**config.mk**
```make
export PLATFORM = sky130hd
export DESIGN_NAME = cpu_sequencer_flat
export DESIGN_NICKNAME = d
export VERILOG_FILES = /design/src/rtl/cpu_ctrl_pkg.sv /design/src/rtl/cpu_sequencer_if.sv /design/src/rtl/cpu_sequencer_wait_timer.sv /design/src/rtl/cpu_sequencer.sv /design/src/flat_wrapper.sv
export SDC_FILE = /design/constraint.sdc
export NUM_CORES = 1
export LEC_CHECK = 0
export CAP_MARGIN = 20
export CELL_PAD_IN_SITES_DETAIL_PLACEMENT = 0
export CELL_PAD_IN_SITES_GLOBAL_PLACEMENT = 1
export CORE_MARGIN = 2
export CORE_UTILIZATION = 30
export DETAILED_ROUTE_END_ITERATION = 6
export PLACE_DENSITY = 0.84
export SLEW_MARGIN = 20
export SYNTH_ARGS = -nofsm -noshare
export SYNTH_HDL_FRONTEND = slang
export SYNTH_SLANG_ARGS = --single-unit
```
**constraint.sdc**
```tcl
create_clock -name clk -period 2.05 [get_ports clk]
set_input_delay 0.205 -clock clk [delete_from_list [all_inputs] [get_ports clk]]
set_output_delay 0.205 -clock clk [all_outputs]
set_load 0.05 [all_outputs]
```
**src/rtl/cpu_ctrl_pkg.sv**
```systemverilog
// cpu_ctrl_pkg: shared encodings for the ARM-subset control path.
// State values also appear on the debug state port.
package cpu_ctrl_pkg;

   localparam logic [2:0] IDLE   = 3'd0;
   localparam logic [2:0] FETCH  = 3'd1;
   localparam logic [2:0] DECODE = 3'd2;
   localparam logic [2:0] EXEC   = 3'd3;
   localparam logic [2:0] MEM    = 3'd4;
   localparam logic [2:0] FAULT  = 3'd7;

   localparam logic [31:0] PC_INCR = 32'd4;

   typedef enum logic [2:0] {
      ST_IDLE   = IDLE,
      ST_FETCH  = FETCH,
      ST_DECODE = DECODE,
      ST_EXEC   = EXEC,
      ST_MEM    = MEM,
      ST_FAULT  = FAULT
   } state_t;

endpackage

```
**src/rtl/cpu_sequencer_if.sv**
```systemverilog
// cpu_sequencer_if: memory handshakes, decoder fields and
// register-file strobes between the sequencer and the datapath.
interface cpu_sequencer_if;

   logic        imem_req;
   logic [31:0] imem_addr;
   logic        imem_ready;
   logic        ir_load;
   logic        decode_en;
   logic        dec_valid;
   logic        cond_pass;
   logic        is_branch;
   logic        branch_with_link;
   logic [31:0] branch_target;
   logic        mem_read;
   logic        mem_write;
   logic        is_not_postindex;
   logic        is_write_back;
   logic        exec_en;
   logic        dmem_req;
   logic        dmem_we;
   logic        dmem_ready;
   logic        rf_we;
   logic        lr_we;
   logic        base_we;

   modport master (
      output imem_req, imem_addr, ir_load,
      output decode_en, exec_en,
      output dmem_req, dmem_we,
      output rf_we, lr_we, base_we,
      input  imem_ready, dmem_ready,
      input  dec_valid, cond_pass,
      input  is_branch, branch_with_link,
      input  branch_target,
      input  mem_read, mem_write,
      input  is_not_postindex, is_write_back
   );

   modport slave (
      input  imem_req, imem_addr, ir_load,
      input  decode_en, exec_en,
      input  dmem_req, dmem_we,
      input  rf_we, lr_we, base_we,
      output imem_ready, dmem_ready,
      output dec_valid, cond_pass,
      output is_branch, branch_with_link,
      output branch_target,
      output mem_read, mem_write,
      output is_not_postindex, is_write_back
   );

endinterface

```
**src/rtl/cpu_sequencer_wait_timer.sv**
```systemverilog
// wait_timer: saturating wait counter shared by fetch and data access.
// expired flags the last waiting cycle before the limit; LIMIT=0 disables.
module wait_timer #(
   parameter int unsigned LIMIT = 255,
   parameter int unsigned W     = 8
) (
   input  logic clk,
   input  logic rst_n,
   input  logic clr,
   input  logic en,
   output logic expired
);

   logic [W-1:0] cnt;

   always_ff @(posedge clk or negedge rst_n) begin
      if (!rst_n) begin
         cnt <= '0;
      end else if (clr) begin
         cnt <= '0;
      end else if (en && (cnt != '1)) begin
         cnt <= cnt + W'(1);
      end
   end

   assign expired = (LIMIT != 0) && en &&
                    (cnt == W'(LIMIT - 1));

endmodule

```
**src/rtl/cpu_sequencer.sv**
```systemverilog
// cpu_sequencer: multi-cycle fetch/decode/exec/mem control FSM.
// Owns the PC, the retire counter and the sticky bus-fault flag.
module cpu_sequencer
   import cpu_ctrl_pkg::*;
#(
   parameter logic [31:0] RESET_PC    = 32'h0000_0000,
   parameter int unsigned MEM_TIMEOUT = 255,
   parameter int unsigned TMO_W       = 8
) (
   input  logic           clk,
   input  logic           rst_n,
   input  logic           run,
   cpu_sequencer_if.master bus,
   output logic [31:0]    pc,
   output logic [31:0]    retired,
   output logic           fault,
   output logic [2:0]     state
);

   state_t      st;
   logic        in_fetch, in_dec, in_exec, in_mem;
   logic        go, both, any_mem;
   logic        waiting, ready, tmo;
   logic        take_br, retire;
   logic [31:0] pc_next;

   assign in_fetch = (st == ST_FETCH);
   assign in_dec   = (st == ST_DECODE);
   assign in_exec  = (st == ST_EXEC);
   assign in_mem   = (st == ST_MEM);

   assign go      = bus.dec_valid & bus.cond_pass;
   assign both    = bus.mem_read & bus.mem_write;
   assign any_mem = bus.mem_read | bus.mem_write;

   assign waiting = in_fetch | in_mem;
   assign ready   = in_fetch ? bus.imem_ready
                             : bus.dmem_ready;

   wait_timer #(
      .LIMIT (MEM_TIMEOUT),
      .W     (TMO_W)
   ) u_tmr (
      .clk     (clk),
      .rst_n   (rst_n),
      .clr     (~waiting | ready),
      .en      (waiting & ~ready),
      .expired (tmo)
   );

   // Branches take priority over memory flags once condition passes.
   assign take_br = in_exec & go & ~both & bus.is_branch;

   assign retire = (in_exec & (~go | (~both &
                   (bus.is_branch | ~any_mem)))) |
                   (in_mem & bus.dmem_ready);

   assign pc_next = take_br ? bus.branch_target
                            : pc + PC_INCR;

   assign bus.imem_req  = in_fetch;
   assign bus.imem_addr = pc;
   assign bus.ir_load   = in_fetch & bus.imem_ready;
   assign bus.decode_en = in_dec;
   assign bus.exec_en   = in_exec;
   assign bus.dmem_req  = in_mem;
   assign bus.dmem_we   = in_mem & bus.mem_write;

   assign bus.rf_we =
      (in_exec & go & ~both & ~bus.is_branch & ~any_mem) |
      (in_mem & bus.dmem_ready & bus.mem_read);
   assign bus.lr_we   = take_br & bus.branch_with_link;
   assign bus.base_we = in_mem & bus.dmem_ready &
      (bus.is_write_back | ~bus.is_not_postindex);

   assign state = st;

   always_ff @(posedge clk or negedge rst_n) begin
      if (!rst_n) begin
         st      <= ST_IDLE;
         pc      <= RESET_PC;
         retired <= '0;
         fault   <= 1'b0;
      end else begin
         unique case (st)
            ST_IDLE: begin
               if (run) st <= ST_FETCH;
            end
            ST_FETCH: begin
               if (bus.imem_ready) begin
                  st <= ST_DECODE;
               end else if (tmo) begin
                  st    <= ST_FAULT;
                  fault <= 1'b1;
               end
            end
            ST_DECODE: st <= ST_EXEC;
            ST_EXEC, ST_MEM: begin
               if (retire) begin
                  pc      <= pc_next;
                  retired <= retired + 32'd1;
                  st      <= run ? ST_FETCH : ST_IDLE;
               end else if ((in_exec & both) |
                            (in_mem & tmo)) begin
                  st    <= ST_FAULT;
                  fault <= 1'b1;
               end else if (in_exec) begin
                  st <= ST_MEM;
               end
            end
            ST_FAULT: st <= ST_FAULT;
            default: begin
               st    <= ST_FAULT;
               fault <= 1'b1;
            end
         endcase
      end
   end

endmodule

```
**src/flat_wrapper.sv**
```systemverilog
// flat-port wrapper written by rule: the top's interface ports become plain ports
module cpu_sequencer_flat import cpu_ctrl_pkg::*;
#(
   parameter logic [31:0] RESET_PC    = 32'h0000_0000,
   parameter int unsigned MEM_TIMEOUT = 255,
   parameter int unsigned TMO_W       = 8
)
  (clk, rst_n, run, pc, retired, fault, state, bus_imem_req, bus_imem_addr, bus_ir_load, bus_decode_en, bus_exec_en, bus_dmem_req, bus_dmem_we, bus_rf_we, bus_lr_we, bus_base_we, bus_imem_ready, bus_dmem_ready, bus_dec_valid, bus_cond_pass, bus_is_branch, bus_branch_with_link, bus_branch_target, bus_mem_read, bus_mem_write, bus_is_not_postindex, bus_is_write_back);
  cpu_sequencer_if bus_i ();
  input  logic clk;
  input  logic rst_n;
  input  logic run;
  output logic [31:0] pc;
  output logic [31:0] retired;
  output logic fault;
  output logic [2:0] state;
  output wire logic [$bits(bus_i.imem_req)-1:0] bus_imem_req;
  output wire logic [$bits(bus_i.imem_addr)-1:0] bus_imem_addr;
  output wire logic [$bits(bus_i.ir_load)-1:0] bus_ir_load;
  output wire logic [$bits(bus_i.decode_en)-1:0] bus_decode_en;
  output wire logic [$bits(bus_i.exec_en)-1:0] bus_exec_en;
  output wire logic [$bits(bus_i.dmem_req)-1:0] bus_dmem_req;
  output wire logic [$bits(bus_i.dmem_we)-1:0] bus_dmem_we;
  output wire logic [$bits(bus_i.rf_we)-1:0] bus_rf_we;
  output wire logic [$bits(bus_i.lr_we)-1:0] bus_lr_we;
  output wire logic [$bits(bus_i.base_we)-1:0] bus_base_we;
  input wire logic [$bits(bus_i.imem_ready)-1:0] bus_imem_ready;
  input wire logic [$bits(bus_i.dmem_ready)-1:0] bus_dmem_ready;
  input wire logic [$bits(bus_i.dec_valid)-1:0] bus_dec_valid;
  input wire logic [$bits(bus_i.cond_pass)-1:0] bus_cond_pass;
  input wire logic [$bits(bus_i.is_branch)-1:0] bus_is_branch;
  input wire logic [$bits(bus_i.branch_with_link)-1:0] bus_branch_with_link;
  input wire logic [$bits(bus_i.branch_target)-1:0] bus_branch_target;
  input wire logic [$bits(bus_i.mem_read)-1:0] bus_mem_read;
  input wire logic [$bits(bus_i.mem_write)-1:0] bus_mem_write;
  input wire logic [$bits(bus_i.is_not_postindex)-1:0] bus_is_not_postindex;
  input wire logic [$bits(bus_i.is_write_back)-1:0] bus_is_write_back;
  assign bus_imem_req = bus_i.imem_req;
  assign bus_imem_addr = bus_i.imem_addr;
  assign bus_ir_load = bus_i.ir_load;
  assign bus_decode_en = bus_i.decode_en;
  assign bus_exec_en = bus_i.exec_en;
  assign bus_dmem_req = bus_i.dmem_req;
  assign bus_dmem_we = bus_i.dmem_we;
  assign bus_rf_we = bus_i.rf_we;
  assign bus_lr_we = bus_i.lr_we;
  assign bus_base_we = bus_i.base_we;
  assign bus_i.imem_ready = bus_imem_ready;
  assign bus_i.dmem_ready = bus_dmem_ready;
  assign bus_i.dec_valid = bus_dec_valid;
  assign bus_i.cond_pass = bus_cond_pass;
  assign bus_i.is_branch = bus_is_branch;
  assign bus_i.branch_with_link = bus_branch_with_link;
  assign bus_i.branch_target = bus_branch_target;
  assign bus_i.mem_read = bus_mem_read;
  assign bus_i.mem_write = bus_mem_write;
  assign bus_i.is_not_postindex = bus_is_not_postindex;
  assign bus_i.is_write_back = bus_is_write_back;
  cpu_sequencer #(.RESET_PC(RESET_PC), .MEM_TIMEOUT(MEM_TIMEOUT), .TMO_W(TMO_W)) u_core (.clk(clk), .rst_n(rst_n), .run(run), .bus(bus_i), .pc(pc), .retired(retired), .fault(fault), .state(state));
endmodule
```
After elaboration in Yosys (flattened, before gate mapping)
Index checks and enable logic that the tools add are counted.
{ "totals": {"reg_bits": 76, "input_bits": 45, "out_inout_bits": 109, "wordCells": 83} }
{ "op_classes": {"add_sub_neg": 3, "eq_ne": 14, "mux": 17, "bitwise": 35, "n_reduce_logical": 9} }
{ "op_table": {"columns": ["cell", "count"], "rows": [
  ["32-bit by 1-bit adder with 32-bit output, second input constant", 1],
  ["32-bit by 3-bit adder with 32-bit output, second input constant", 1],
  ["32-bit two-way mux", 1],
  ["1-bit AND", 18],
  ["3-bit two-way mux", 6],
  ["8-bit two-way mux", 2],
  ["3-bit case mux with 4 select lines", 1],
  ["1-bit OR", 9],
  ["8-bit by 1-bit adder with 8-bit output, second input constant", 1],
  ["8-bit equality test, second input constant", 1],
  ["2-bit != test, second input constant", 4],
  ["8-bit != test, second input constant", 1],
  ["1-bit inverter", 8],
  ["3-bit by 2-bit equality test with 1-bit output, second input constant", 2],
  ["3-bit equality test, second input constant", 2],
  ["1-bit two-way mux", 6],
  ["5-bit AND reduction", 1],
  ["4-bit by 1-bit != test with 1-bit output, second input constant", 1],
  ["3-bit by 1-bit equality test with 1-bit output, second input constant", 1],
  ["3-bit logical NOT", 1],
  ["3-bit != test, second input constant", 1],
  ["1-bit case mux with 3 select lines", 1],
  ["3-bit AND reduction", 1],
  ["3-bit OR reduction", 1],
  ["5 further kinds", 6]
]} }

Logic depth before layout (Yosys ltp)
{ "logic_depth": {"ltp_word": 10, "mapped_depth": 10, "depth_no_buf": 8} }

Hierarchy
From an unflattened synthesis, not the netlist that was laid out.
{ "unflattened": {"cells_unflattened": 534, "area_unflattened_um2": 4795.8} }
{ "modules_own_cells": {"columns": ["mod", "instances", "cells_each", "area_each_um2", "seq_area_each_um2"], "rows": [
  ["cpu_sequencer", 1, 483, 4295.4, 1701.6],
  ["wait_timer", 1, 51, 500.5, 200.2]
]} }

Worst setup path before layout
Ideal clock, no wire load.
{ "synth_path": {"kind": "register to output", "from": "register u_core.st[0] (netlist: u_core.state[0])", "to": "output port bus_rf_we", "t_arrival_ns": 2.627, "required_time_ns": 1.845, "slack_ns": -0.782, "path_stages_with_launch": 6, "n_path_buf": 1, "path_cell_list": "dfrtp_1 -> buf_6 -> and2b_4 -> nand2_4 -> or4_1 -> o21ai_0"} }
{ "synth_between": {"elab_chain_len": 6, "elab_cells_between_ends": 9, "cone_classes": "eq/ne: 2; bitwise: 7"} }
{ "synth_rtl": {"columns": ["element", "line_no", "text"], "rows": [
  ["start, declared", "cpu_sequencer.sv:20", "state_t st;"],
  ["start signal, assigned", "cpu_sequencer.sv:102", "st <= run ? ST_FETCH : ST_IDLE;"],
  ["3-bit by 2-bit equality test with 1-bit output", "cpu_sequencer.sv:29", "assign in_exec = (st == ST_EXEC);"],
  ["1-bit AND (4 in a row)", "cpu_sequencer.sv:70", "(in_exec & go & ~both & ~bus.is_branch & ~any_mem) |"],
  ["1-bit OR *", "cpu_sequencer.sv:70", null],
  ["end, declared", "flat_wrapper.sv:24", "output wire logic [$bits(bus_i.rf_we)-1:0] bus_rf_we;"]
]} }
Every way passes the cells marked *; elsewhere a longest branch is shown, timed or not.

Worst setup path after layout
{ "layout_path": {"from": "register u_core.st[2] (netlist: u_core.state[2])", "to": "output port bus_rf_we"} }
Same word-level chain as after synthesis.

==> impl_metrics.py <==
metrics = {
    "worst_setup_path": {
        "r2r_end": "u_core.retired[29]",
        "r2r_slack_ns": 0.01,
        "r2r_start": "u_core.state[2]",
        "worst-setup-path-type": "flip-flop to primary output",
        "worstPathArrival_ns": 1.86,
        "rr_worst_depth": 10,
        "end_kind": "primary output",
        "worst_ep_required_time_ns": 1.85,
        "critPathMaxFanout": 2,
        "cp-start-kind": "flip-flop",
    },
    "clock_network": {
        "insertion_delay_ns": 0.33,
        "cts.sinks": 76,
        "cts_buffers": 9,
        "cts_max_path_buffers": 2,
        "cts_tree": "yes",
        "clkTransAtPathRegs_ns": 0.06,
        "htreeDepth": 3,
        "cts.root.buffer_cell": "clkbuf_16",
    },
    "grt": {
        "grt_usage_pct": 17.3,
        "met2_usage_pct": 30.1,
        "antenna_found_initial": 0,
        "met1_usage_pct": 20.9,
        "grt_most_used_layer": "met2",
        "grt_util_met3_pct": 4.25,
        "first_global_vias": 4251,
        "grt_pass1_wl_um": 22100,
        "overflow": 0,
        "grt_max_degree": 44,
    },
    "die": {
        "chipHeight_um": 125,
        "core_area_sq_um": 14400,
        "die_area_sq_um": 15600,
        "placementRows": 44,
        "initial_core_util_pct": 30.4,
        "die_w_um": 125,
        "ios": 154,
    },
    "sta": {
        "rsz0062_at_grt": "true",
        "finalCritPeriodShare_pct": 101,
        "setup_slack_ns": -0.0185,
        "hold_viol": 0,
        "fmax_mhz": 483,
        "worst_slew_pin_slew_ns": 0.594,
        "finClkSkew_ns": 0.00692,
        "setup_viol": 1,
        "slew_viol_final": 0,
        "period_minus_slack_ns": 2.07,
        "relSlewSlack_pct": 60.3,
    },
    "cells_and_area": {
        "fin_nets": 694,
        "drive_gt1_share_pct": 20.9,
        "diodes": 0,
        "fin_cells": 834,
        "seq_area_sq_um": 1930,
        "layout_common_cells": "clkdlybuf4s50_1 (142), dfrtp_1 (56), nand2_1 (54), buf_4 (51), o21ai_0 (30)",
        "num-fill-cells": 1356,
        "syn_to_final_growth_pct": 57.5,
        "multi_input_area_sq_um": 2210,
        "final_common_cell": "clkdlybuf4s50_1",
    },
    "drt": {
        "wl_um": 13400,
        "drt-wirelength-per-cell_um": 16.1,
        "drtAntennaViolNets": 0,
        "firstDrtPassIters": 5,
        "initialDrtViolationCount": 204,
        "detail_route.vias_per_cell": 5.09,
        "drc": 0,
        "vias": 4248,
    },
    "placed_design": {
        "hpwl_um": 9630,
        "routabilityCongestion": 0.877,
        "placedCellCount": 804,
        "portBuffers": 153,
    },
    "worst_hold_path": {
        "hold_path.class": "input port to async pin",
    },
    "synthesis": {
        "synth.largest_area_cell": "dfrtp_1",
        "ys_top_cells_by_area": "dfrtp_1 (43%), xnor2_1 (5.6%), buf_4 (5.5%), nand2_1 (4.6%), o21ai_0 (3.5%)",
        "syn_inst": 474,
        "synthArstFlopShare_pct": 100,
        "ys_warn_count": 0,
        "synth_edf_count": 0,
        "ys_seq_area_share_pct": 43.4,
        "syn_area_sq_um": 4380,
        "netlist.area_leader.share_pct": 43.4,
        "synthFlopType": "dfrtp_1",
        "synth_cell_type_count": 57,
        "synth_nets": 523,
        "syn-mean-instance-area_sq_um": 9.25,
        "synth_seq_cells": 76,
    },
    "pwr": {
        "total_leakage_power_nw": 2.82,
        "p_per_area_nw_per_um2": 1510,
        "finalPower_w": 0.0104,
        "peakVddDrop_uv": 977,
    },
    "outcome": {
        "violations": "setup timing",
        "status": "finished, violations left",
    },
    "flow_run": {
        "drv_cap": 0,
    },
}
worst max path at each step:
stage | from | to | slack [ns] | depth (start not counted)
2_1_floorplan | u_core.state[0] | u_core.retired[29] | -0.23 | 7
3_3_place_gp | bus_dmem_ready | u_core.retired[29] | -0.13 | 8
6_report | u_core.state[2] | bus_rf_we | -0.02 | 5
5_1_grt | u_core.state[2] | u_core.retired[29] | -0.10 | 10
3_5_place_dp | bus_dmem_ready | u_core.retired[29] | -0.15 | 8
4_1_cts | u_core.state[2] | bus_rf_we | -0.09 | 5
sequential cells by signal (all words and copies together), names as in the netlist:
register / flops
u_core.fault: 1
u_core.state: 3
u_core.u_tmr.cnt: 8
u_core.bus.imem_addr: 32
u_core.retired: 32
synthesized netlist by cell type, drive strengths merged, types with 2 or more instances:
| master | number |
|---|---|
| clkbuf | 11 |
| a22oi | 4 |
| a21o | 3 |
| and3 | 15 |
| nand3 | 30 |
| o311ai | 6 |
| nor3 | 15 |
| nand3b | 3 |
| xor2 | 17 |
| inv | 9 |
| nor3b | 7 |
| dfrtp | 76 |
| o22ai | 4 |
| and4 | 7 |
| o21ai | 31 |
| nor2b | 2 |
| xnor2 | 28 |
| nor2 | 26 |
| or3 | 2 |
| a31oi | 5 |
| nand2b | 4 |
| o21bai | 2 |
| nor4 | 3 |
| buf | 41 |
| nand2 | 56 |
| and2 | 6 |
| a21oi | 17 |
| nand4 | 20 |
| ha | 4 |
| a221o | 5 |
power by group:
| group | leakage [nW] | switching (W) | total, W | internal (W) |
|---|---|---|---|---|
| logic | 1.71 | 0.00397 | 0.00628 | 0.00230 |
| registers | 0.952 | 0.000475 | 0.00238 | 0.00191 |
| clock network | 0.159 | 0.000612 | 0.00174 | 0.00113 |
cell families after synthesis:
kind of cell	share of synthesized area (%)
AND/OR/NAND/NOR	24.5
AO/OA/AOI/OAI	13.6
flip-flops	43.4
buffers and inverters	8.36
XOR/XNOR	8.99
adder cells (fa/ha/maj)	1.14
through the flow:
stage	instance area [sq um]	util (%)	hold WS (ns)	worst slack (ns)	setup TNS (ns)
after floorplan	4490	-	-0.0906	-0.231	-0.944
after global placement	6360	44.1	0.197	-0.134	-0.513
after detailed placement	6360	44.1	0.198	-0.153	-1.56
after CTS	6810	47.2	0.395	-0.0950	-0.0990
after global routing	6900	47.8	0.424	-0.105	-0.304
final	6900	47.8	0.389	-0.0185	-0.0185
area by class of cell:
| type | instances | area share (%) |
|---|---|---|
| timing repair buffer | 212 | 31.4 |
| sequential | 76 | 27.9 |
| tap | 184 | 3.34 |
| clock inverter | 4 | 1.05 |
| multi-input combinational | 337 | 32.0 |
| inverter | 9 | 0.598 |
| clock buffer | 12 | 3.72 |
worst max-delay path, cell delays in order (launching register included):
cell	delay, ns
dfrtp_2	0.40
and2b_4	0.27
nand2_4	0.06
or4_4	0.49
o21ai_4	0.16
buf_12	0.15
timing repair:
item | CTS | global route
hold buffers | 1 | 0
resized for setup | 4 | 9
endpoints found under the hold margin | 33 | 0
pin swaps | 4 | 5
setup buffers | 4 | 7
gates cloned | 2 | 0
setup endpoints to repair | 2 | 25
layer usage:
metal  up-vias  part of all wire, %
met3        16                  5.7
met2       139                   50
met4         0                  1.8
met5         -                    0
li1       2010                    -
met1      2083                   42
Note: power is estimated with default switching activity, not from simulation.
